==> src/rtl/ika9958_pkg.sv <==
// Shared types and constants for the IKA9958 clock-phase generator.
package ika9958_pkg;

    typedef enum logic {
        CM_MASTER = 1'b0,
        CM_SLAVE  = 1'b1
    } clk_mode_t;

    localparam logic [1:0] P_DLFALL    = 2'd0;
    localparam logic [1:0] P_IDLE      = 2'd3;
    localparam logic [1:0] STRETCH_MAX = 2'd3;

endpackage

==> src/rtl/ika9958_sync2.sv <==
// Two-flop synchroniser with asynchronous clear to a configurable level.
module ika9958_sync2 #(
    parameter logic RST_VAL = 1'b0
) (
    input  logic clk_i,
    input  logic rst_n_i,
    input  logic d_i,
    output logic q_o
);

    logic [1:0] sync_q;

    always_ff @(posedge clk_i or negedge rst_n_i) begin
        if (!rst_n_i) begin
            sync_q <= {2{RST_VAL}};
        end else begin
            sync_q <= {sync_q[0], d_i};
        end
    end

    assign q_o = sync_q[1];

endmodule

==> src/rtl/ika9958_clkgen.sv <==
// DHCLK/DLCLK phase divider with optional slave lock to an external DLCLK,
// plus generation of the synchronised VDP system reset.
module ika9958_clkgen
    import ika9958_pkg::*;
#(
    parameter int CM     = 0,
    parameter int LOCK_N = 4
) (
    input  logic i_XTAL1,
    input  logic i_RST_n,
    input  logic i_XTAL_NCEN,
    input  logic i_DLCLK_n,
    output logic o_DHCLK_n,
    output logic o_DLCLK_n,
    output logic o_DHCLK_NCEN,
    output logic o_DLCLK_NCEN,
    output logic o_LOCKED,
    output logic o_SYSRST_n
);

    localparam clk_mode_t  MODE   = (CM != 0) ? CM_SLAVE : CM_MASTER;
    localparam logic [3:0] LOCK_V = 4'(LOCK_N);

    logic       rstSync;
    logic       dlSync;
    logic       tick;
    logic       edgeDet;
    logic       realign;

    logic [1:0] phase_q,      phase_d;
    logic       dhNcen_q,     dhNcen_d;
    logic       dlNcen_q,     dlNcen_d;
    logic       locked_q,     locked_d;
    logic       sysRst_q,     sysRst_d;
    logic       dlHist_q;
    logic       pend_q,       pend_d;
    logic [3:0] lockCnt_q,    lockCnt_d;
    logic [1:0] stretchCnt_q, stretchCnt_d;

    ika9958_sync2 #(.RST_VAL(1'b0)) u_rst_sync (
        .clk_i   (i_XTAL1),
        .rst_n_i (i_RST_n),
        .d_i     (1'b1),
        .q_o     (rstSync)
    );

    ika9958_sync2 #(.RST_VAL(1'b0)) u_dl_sync (
        .clk_i   (i_XTAL1),
        .rst_n_i (i_RST_n),
        .d_i     (i_DLCLK_n),
        .q_o     (dlSync)
    );

    always_comb begin
        tick    = i_XTAL_NCEN;
        edgeDet = dlHist_q & ~dlSync;
        // A falling edge seen on the same cycle as a tick is consumed directly.
        realign = (MODE == CM_SLAVE) && tick && (pend_q || edgeDet);

        phase_d      = phase_q;
        pend_d       = pend_q;
        lockCnt_d    = lockCnt_q;
        stretchCnt_d = stretchCnt_q;
        locked_d     = locked_q;
        sysRst_d     = sysRst_q;
        dlNcen_d     = 1'b0;

        if (MODE == CM_MASTER) begin
            pend_d = 1'b0;
            if (tick && rstSync) begin
                phase_d  = phase_q + 2'd1;
                dlNcen_d = (phase_q == P_IDLE);
                if (phase_q == P_IDLE) begin
                    sysRst_d = 1'b1;
                end
            end
            locked_d = sysRst_d;
        end else begin
            pend_d = tick ? 1'b0 : (pend_q | edgeDet);
            if (realign) begin
                phase_d      = P_DLFALL;
                dlNcen_d     = 1'b1;
                stretchCnt_d = 2'd0;
                if (phase_q == P_IDLE) begin
                    lockCnt_d = (lockCnt_q >= LOCK_V) ? LOCK_V : lockCnt_q + 4'd1;
                end else begin
                    lockCnt_d = 4'd0;
                end
                if (rstSync && (lockCnt_q == LOCK_V)) begin
                    sysRst_d = 1'b1;
                end
            end else if (tick) begin
                if (phase_q != P_IDLE) begin
                    phase_d = phase_q + 2'd1;
                end else begin
                    // Waiting at the idle phase for a late external edge.
                    if (stretchCnt_q != STRETCH_MAX) begin
                        stretchCnt_d = stretchCnt_q + 2'd1;
                    end
                    if (stretchCnt_d == STRETCH_MAX) begin
                        lockCnt_d = 4'd0;
                    end
                end
            end
            // Lock is only claimed on a realign that finds the counter already full,
            // but it is dropped on the very tick the counter is cleared.
            if (lockCnt_d != LOCK_V) begin
                locked_d = 1'b0;
            end else if (realign) begin
                locked_d = (lockCnt_q == LOCK_V);
            end
        end

        dhNcen_d = tick && phase_q[0] && !phase_d[0];
    end

    always_ff @(posedge i_XTAL1 or negedge i_RST_n) begin
        if (!i_RST_n) begin
            phase_q      <= P_IDLE;
            dhNcen_q     <= 1'b0;
            dlNcen_q     <= 1'b0;
            locked_q     <= 1'b0;
            sysRst_q     <= 1'b0;
            dlHist_q     <= 1'b0;
            pend_q       <= 1'b0;
            lockCnt_q    <= 4'd0;
            stretchCnt_q <= 2'd0;
        end else begin
            phase_q      <= phase_d;
            dhNcen_q     <= dhNcen_d;
            dlNcen_q     <= dlNcen_d;
            locked_q     <= locked_d;
            sysRst_q     <= sysRst_d;
            dlHist_q     <= dlSync;
            pend_q       <= pend_d;
            lockCnt_q    <= lockCnt_d;
            stretchCnt_q <= stretchCnt_d;
        end
    end

    assign o_DHCLK_n    = phase_q[0];
    assign o_DLCLK_n    = phase_q[1];
    assign o_DHCLK_NCEN = dhNcen_q;
    assign o_DLCLK_NCEN = dlNcen_q;
    assign o_LOCKED     = locked_q;
    assign o_SYSRST_n   = sysRst_q;

endmodule
==> config.mk <==
export PLATFORM = sky130hd
export DESIGN_NAME = ika9958_clkgen
export DESIGN_NICKNAME = d
export VERILOG_FILES = /design/src/rtl/ika9958_pkg.sv /design/src/rtl/ika9958_sync2.sv /design/src/rtl/ika9958_clkgen.sv
export SDC_FILE = /design/constraint.sdc
export NUM_CORES = 1
export LEC_CHECK = 0
export BUFFER_PORTS_ARGS = -buffer_cell sky130_fd_sc_hd__buf_4
export CAP_MARGIN = 20
export CORE_AREA = 8 8 45 47
export DETAILED_ROUTE_END_ITERATION = 12
export DIE_AREA = 0 0 53 55
export PLACE_DENSITY_LB_ADDON = 0.05
export RECOVER_POWER = 100
export SETUP_SLACK_MARGIN = 0.02
export SKIP_LAST_GASP = 1
export SLEW_MARGIN = 5
export SYNTH_ARGS = -nofsm -noshare
export SYNTH_HDL_FRONTEND = slang
export SYNTH_SLANG_ARGS = --single-unit
==> constraint.sdc <==
create_clock -name i_XTAL1 -period 1.6 [get_ports i_XTAL1]
set_clock_uncertainty 0.15 [all_clocks]
set_input_delay 0.16 -clock i_XTAL1 [delete_from_list [all_inputs] [get_ports i_XTAL1]]
set_output_delay 0.16 -clock i_XTAL1 [all_outputs]
set_load 0.01 [all_outputs]
### Word level (Yosys, flattened, before mapping)

Index checks and enable logic that the tools add are counted.

| storage, ports and cells | value |
|---|---|
| flip-flop bits (word level) | 7 |
| input bits | 4 |
| output and inout port bits | 6 |

| operators by class | value |
|---|---|
| equality and inequality tests | 1 |
| mux-type cells | 2 |
| reductions and logical operators | 5 |
| add/sub/neg operators | 1 |

Operators with widths:

| cell | number |
|---|---|
| 1-bit logical AND | 3 |
| 2-bit by 1-bit adder with 2-bit output, second input constant | 1 |
| 2-bit equality test, second input constant | 1 |
| 1-bit two-way mux | 2 |
| 2-bit AND reduction | 1 |
| 1-bit logical NOT | 1 |

### Logic depth before layout (Yosys ltp)

Gate-level depths: netlist of the first run.

| logic depth | value |
|---|---|
| depth in word-level cells | 4 |
| mapped depth | 3 |

### Modules after synthesis

Synthesis of the first run repeated with hierarchy kept, for this count alone.

| second synthesis, totals | value |
|---|---|
| cell total of the unflattened synthesis | 16 |
| area, all modules | 250.2 um2 |

Modules (own cells, without submodules):

| module | area each (um2) | instances | cells each |
|---|---|---|---|
| ika9958_clkgen | 200.2 | 1 | 14 |
| ika9958_sync2 | 50.0 | 1 | 2 |

### Worst setup path before layout of the first run

No wires, ideal clock.

| path | value |
|---|---|
| kind | reg2reg |
| from | register phase_q[0] |
| to | register phase_q[1] |
| cell stages (with the launch flop) | 3 |
| slack | 0.323 ns |
| setup time | 0.082 ns |
| required time | 1.368 ns |
| arrival time | 1.045 ns |
| cell sequence | dfstp_2 > ha_1 > mux2_4 |

| between the ends | value |
|---|---|
| cells in the longest elaborated chain, start to end | 1 |

RTL lines:

| element | line | source |
|---|---|---|
| start, declared | ika9958_clkgen.sv:30 | `logic [1:0] phase_q, phase_d;` |
| start signal, assigned | ika9958_clkgen.sv:129 | `phase_q <= phase_d;` |
| 2-bit by 1-bit adder with 2-bit output | - |  |

Every way passes these cells.
A chain may end at the register's enable or synchronous reset.

### Worst setup path in the final report of the first run

Same ends and word-level chain as after synthesis.

==> summary.md, run 1 <==
| Metric | Value |
|---|---|
| Status | completed |
| Placement-stage cell area | 322.8 um^2 |
| XOR/XNOR share of the synthesized area | 0.03500 |
| Initial core utilization | 0.1808 |
| Max-cap violations | 0 |
| Register Area | 177.7 um^2 |
| Total wire length | 432 um |
| Worst setup path end | phase_q[1] |
| Post-detailed-route via-to-cell ratio | 3.432 |
| Largest net degree at the start of global routing | 8 |
| Simple-gate area share of the yosys netlist | 0.1000 |
| Vias in the first global route | 151 |
| Leak | 0.1468 nW |
| Chip Height | 55 um |
| Chip width | 53 um |
| Final Max Slew Viols | 0 |
| WS Path Type | reg -> reg |
| Final GP Congestion | 0.6711 |
| Max Fanout on Critical Path | 4 |
| Fmax | 0.7623 GHz |
| Post-Syn Area | 250.2 um^2 |
| Seq cells post-synth | 7 |
| Fillers | 157 |
| DR vias | 151 |
| PortBufs | 8 |
| Remaining antenna violation count | 0 |
| Syn-to-layout area delta | 33.00% |
| Mapped Cells | 16 |
| Final net count | 34 |
| Layout cells sized above 1 | 0.2500 |
| Number of distinct library cells after synthesis | 10 |
| Worst hold path cell count | 2 |
| R2R Path End | phase_q[1] |
| Initial antenna violation count | 0 |
| Critical Path AT | 1.33 ns |
| Clock Pin Slew Worst Setup and Hold Paths | 0.05 ns |
| Core box area | 1384 um^2 |
| Global-route wire length before repair | 703 um |
| R2R Path Start | phase_q[0] |
| Req. time, crit path | 1.62 ns |
| Synth Area in Compound Gates | 0 |
| Worst path bufs/invs | 0 |
| Startpoint types | flip-flop |
| Die area | 2915 um^2 |
| Clock Latency Late Sink | 0.24 ns |
| Crit share post-route | 0.8199 |
| Setup TNS | 0 ns |
| N_diodes | 0 |
| Clk buf depth | 2 |
| Final Critical Period | 1.312 ns |
| Hold Startpoint | i_XTAL_NCEN |
| Commonest non-fill, non-tap cell in the layout | clkbuf_1 |
| Synthesized Nets | 21 |
| VDD IR max | 0.5270 mV |
| Cell depth of the worst setup path | 2 |
| CTS Root Cell | clkbuf_4 |
| Multi-input logic area | 61.31 um^2 |
| Area share of fa/ha/maj cells after synthesis | 0.05000 |
| CP endpoint kind | flip-flop |
| Pwr per Cell Area | 1680 nW/um^2 |
| Multiplexer share of the synthesized area | 0.06000 |
| Drt initial violations | 2 |
| H-tree depth | 1 |
| CTS tree | yes |
| Final setup viols | 0 |
| Slack of the critical path | 0.2882 ns |
| Max incr delay on CP | 0.57 ns |
| DR pass1 iterations | 2 |
| Critical path's slowest cell | dfstp_1 |
| Grt ovf | 0 |
| Family with the most delay on the worst path | flip-flops |
| Pre-CTS setup slack | 0.3293 ns |
| CTS buffer count | 3 |
| Flop2flop setup slack | 0.29 ns |
| Synth warnings | 0 |
| GRT Overall Usage | 0.03683 |
| RSZ-0062 raised after global routing | false |
| Worst Hold Class | in -> reg |
| R2R cell count | 2 |
| I/O pins | 10 |
| Final hold violations | 0 |
| HPWL after detailed placement | 343.9 um |
| Mean Syn Cell Area | 15.64 um^2 |
| Final Cell Area | 332.8 um^2 |
| Commonest non-fill, non-tap cells in the layout | clkbuf_1, dfrtp_1, clkbuf_4 |
| Routed WL per cell | 9.818 um |
| Largest family of logic cells by synthesized area | simple AND/OR/NAND/NOR gates |
| Origin of the worst setup path | phase_q[0] |
| Core Rows | 14 |
| Clk sink count | 7 |
| Sequence of cells on the critical path | ha_1 > mux2_1 |
| Sequential-to-total area share from yosys stat | 0.7100 |
| # DRC | 0 |
-- registers in the layout (all words and copies together) (netlist names) --
register,count
o_DHCLK_NCEN,1
phase_q,2
o_DLCLK_NCEN,1
o_LOCKED,1
u_rst_sync.sync_q,2
-- power by group --
group / leakage, nW / total (mW) / switching [mW] / internal [mW]
combinational: 0.0522 / 0.137 / 0.0690 / 0.0676
sequential: 0.0796 / 0.266 / 0.0326 / 0.234
clock: 0.0150 / 0.156 / 0.0615 / 0.0949
-- cell type report --
class                      instances  share of cell area
tap                               16             0.06015
sequential                         7              0.5338
clock buffer                       4             0.07895
timing repair buffer               9              0.1429
multi-input combinational          8              0.1842
-- worst min-delay path by stage --
stage	endpoint	slack, ns
floorplan	o_DHCLK_NCEN	-0.29
global placement	o_LOCKED	-0.17
detailed placement	o_DLCLK_NCEN	-0.17
CTS	o_DHCLK_NCEN	0.03
global route	o_DHCLK_NCEN	0.02
finish	o_DHCLK_NCEN	0.04
-- metal layers --
metal,routed length [um],track usage,vias to the layer above
met3,90,0.05080,0
met4,0,0.01293,0
met1,182,0.03864,69
li1,-,-,72
met2,159,0.03906,10
met5,0,0,-
-- cell families (layout without fill, tap and decap cells) --
| family | Yosys count | count (layout) |
|---|---|---|
| xor+xnor | 1 | 1 |
| fa+ha+maj | 1 | 1 |
| buf+inv | 1 | 13 |
| flops | 7 | 7 |
| mux | 1 | 1 |
| other cells | 1 | 1 |
| simple gates | 4 | 4 |
-- synthesized netlist by cell type --
cell | count | area share
or2_1 | 1 | 0.025
buf_4 | 1 | 0.030
ha_1 | 1 | 0.050
dfstp_2 | 2 | 0.21
mux2_4 | 1 | 0.060
dfrtp_1 | 5 | 0.50
and3_2 | 2 | 0.060
xnor2_1 | 1 | 0.035
conb_1 | 1 | 0.015
nand2_1 | 1 | 0.015
-- worst reg2reg max path, stage by stage, from the launching register on --
cell	delay [ns]
dfstp_1	0.57
ha_1	0.24
mux2_1	0.28
-- timing repair --
| item | CTS | global route |
|---|---|---|
| endpoints found under the hold margin | 7 | 0 |
| gates resized for setup | 0 | 0 |
| hold buffers | 1 | 0 |
| setup buffers | 0 | 0 |
-- metrics by stage --
step	power (mW)	std cells	utilization	hold slack, ns
floorplan	0.3759	16	-	-0.2856
global placement	0.4660	39	0.2333	-0.1718
detailed placement	0.4679	39	0.2333	-0.1736
CTS	0.6381	44	0.2595	0.02627
global route	0.6137	44	0.2405	0.02200
finish	0.5592	44	0.2405	0.03701
No activity file was read; power rests on OpenSTA's default activity.
==> inputs of run 2 (changes only) <==
==> constraint.sdc (replaced) <==
create_clock -name i_XTAL1 -period 1.1 [get_ports i_XTAL1]
set_clock_uncertainty 0.15 [all_clocks]
set_input_delay 0.11 -clock i_XTAL1 [delete_from_list [all_inputs] [get_ports i_XTAL1]]
set_output_delay 0.11 -clock i_XTAL1 [all_outputs]
set_load 0.01 [all_outputs]
==> run 2 against run 1 <==
- the flow now finishes with violations (negative setup slack)
- via count increased by 17%
- worst setup slack worse by 0.45 ns
- hold slack got worse by 0.018 ns
- design area up 23%
- combinational power grew to 3.2 times the previous value
- die area unchanged
- global-route usage up 0.54 points
- first-iteration DRC count down 50%
==> summary.md, run 2 (synthesis gave the netlist of run 1 again) <==
| Metric | Value |
|---|---|
| Status | finished, violations left |
| Failing checks | negative setup slack |
| Flop2flop setup slack | -0.14 ns |
| Clk pwr share | 0.217 |
| Drt initial violations | 1 |
| GRT Overall Usage | 0.04224 |
| VDD IR max | 0.8669 mV |
| Commonest non-fill, non-tap cells in the layout | clkbuf_1, dfrtp_1, buf_6 |
| Power share of the combinational group | 0.405 |
| RSZ-0062 raised after global routing | true |
| Worst setup path end | o_DLCLK_n |
| Fillers | 151 |
| Leak | 0.1940 nW |
| DR pass1 iterations | 2 |
| P_int | 0.7753 mW |
| Max-cap violations | 0 |
| Final Critical Period | 1.257 ns |
| R2R Path End | phase_q[1] |
| CTS buffer count | 3 |
| Chip width | 53 um |
| Commonest non-fill, non-tap cell in the layout | clkbuf_1 |
| Max Fanout on Critical Path | 2 |
| Largest net degree at the start of global routing | 8 |
| Critical path's slowest cell | dfstp_2 |
| Core Rows | 14 |
| Clock Pin Slew Worst Setup and Hold Paths | 0.05 ns |
| Crit share post-route | 1.143 |
| Worst path bufs/invs | 2 |
| CP dominant cell by count | buf_6 |
| Max incr delay on CP | 0.56 ns |
| Layout cells sized above 1 | 0.4545 |
| Initial antenna violation count | 0 |
| Vias in the first global route | 182 |
| Final GP Congestion | 0.6603 |
| PortBufs | 8 |
| Req. time, crit path | 0.84 ns |
| Switch share | 0.2798 |
| Clock Latency Late Sink | 0.25 ns |
| Clk sink count | 7 |
| I/O pins | 10 |
| Final Max Slew Viols | 0 |
| PnR Total Power | 1.077 mW |
| Final setup viols | 4 |
| Slack of the critical path | -0.1575 ns |
| Family with the most delay on the worst path | flip-flops |
| Clk buf depth | 2 |
| Syn-to-layout area delta | 63.50% |
| Post-detailed-route via-to-cell ratio | 3.612 |
| Sequence of cells on the critical path | buf_6 > buf_6 |
| CTS tree | yes |
| CTS Root Cell | clkbuf_4 |
| Initial core utilization | 0.1808 |
| Startpoint types | flip-flop |
| Pwr per Cell Area | 2631 nW/um^2 |
| Remaining antenna violation count | 0 |
| Pre-CTS setup slack | -0.1218 ns |
| Critical Path AT | 1.00 ns |
| Routed WL per cell | 10.61 um |
| Fin util | 0.2957 |
| Cell depth of the worst setup path | 2 |
| R2R cell count | 2 |
| R2R Path Start | phase_q[1] |
| Multi-input logic area | 76.32 um^2 |
| Total wire length | 520 um |
| DR vias | 177 |
| CP endpoint kind | output pin |
| # DRC | 0 |
| Grt ovf | 0 |
| Non-filler cells, final | 49 |
| Fmax | 0.7952 GHz |
| Final hold violations | 0 |
| Die area | 2915 um^2 |
| Chip Height | 55 um |
| Global-route wire length before repair | 765 um |
| Register Area | 177.7 um^2 |
| Core box area | 1384 um^2 |
| WS Path Type | reg -> out |
| Placed cell count | 41 |
| Final net count | 39 |
| Origin of the worst setup path | phase_q[1] |
| N_diodes | 0 |
| P_sw | 0.3012 mW |
| Regs by FF count | phase_q: 2 flops, u_rst_sync.sync_q: 2 flops |
| Sequential power share | 0.378 |
| H-tree depth | 1 |
| Worst Hold Class | in -> reg |
| Setup TNS | -0.4867 ns |
## run 2: worst reg2reg max path, stage by stage (launching register included)
cell and delay, ns:
dfstp_2 0.56, ha_4 0.20, mux2_4 0.26
## run 2: how the worst min path moves through the flow
stage	startpoint	endpoint	slack, ns	cells after the start
after floorplan	i_RST_n	o_DHCLK_NCEN	-0.34	0
after detailed placement	i_RST_n	o_DLCLK_NCEN	-0.22	1
after CTS	i_XTAL_NCEN	phase_q[0]	0.01	3
after global routing	i_XTAL_NCEN	phase_q[0]	0.03	3
after global placement	i_RST_n	o_DHCLK_NCEN	-0.22	1
final	i_XTAL_NCEN	phase_q[0]	0.02	3
## run 2: metrics by stage
stage               cell area [um^2]  hold slack, ns
floorplan                      266.5         -0.3356
global placement               354.1         -0.2228
detailed placement             354.1         -0.2225
CTS                            422.9         0.01343
global route                   409.1         0.02686
finish                         409.1         0.01854
## run 2: power by group through the flow
stage          logic [mW]  registers, mW  clock network, mW
6_report            0.436          0.407              0.234
5_1_grt             0.479          0.415              0.258
4_1_cts             0.458          0.410              0.246
3_5_place_dp        0.368          0.407                  0
3_3_place_gp        0.366          0.404                  0
2_1_floorplan       0.133          0.449                  0
## run 2: area by class of cell
| cell class | instances | area share |
|---|---|---|
| clock buffers | 4 | 0.06422 |
| repair buffers | 14 | 0.2661 |
| well taps | 16 | 0.04893 |
| flip-flops and latches | 7 | 0.4343 |
| multi-input cells | 8 | 0.1865 |
## run 2: per-layer routing
layer | vias up | global-route usage | share of wire
met5 | - | 0 | 0
met2 | 11 | 0.05273 | 0.43
met4 | 0 | 0.02586 | 0
met3 | 0 | 0.05882 | 0.20
li1 | 82 | - | -
met1 | 84 | 0.03379 | 0.37
## run 2: repair_timing
| item | 4_1_cts | 5_1_grt |
|---|---|---|
| hold buffers | 2 | 0 |
| setup buffers | 1 | 1 |
| resized for setup | 4 | 1 |
| pin swaps | 1 | 0 |
| endpoints found under the setup margin | 4 | 4 |
| endpoints found under the hold margin | 9 | 0 |
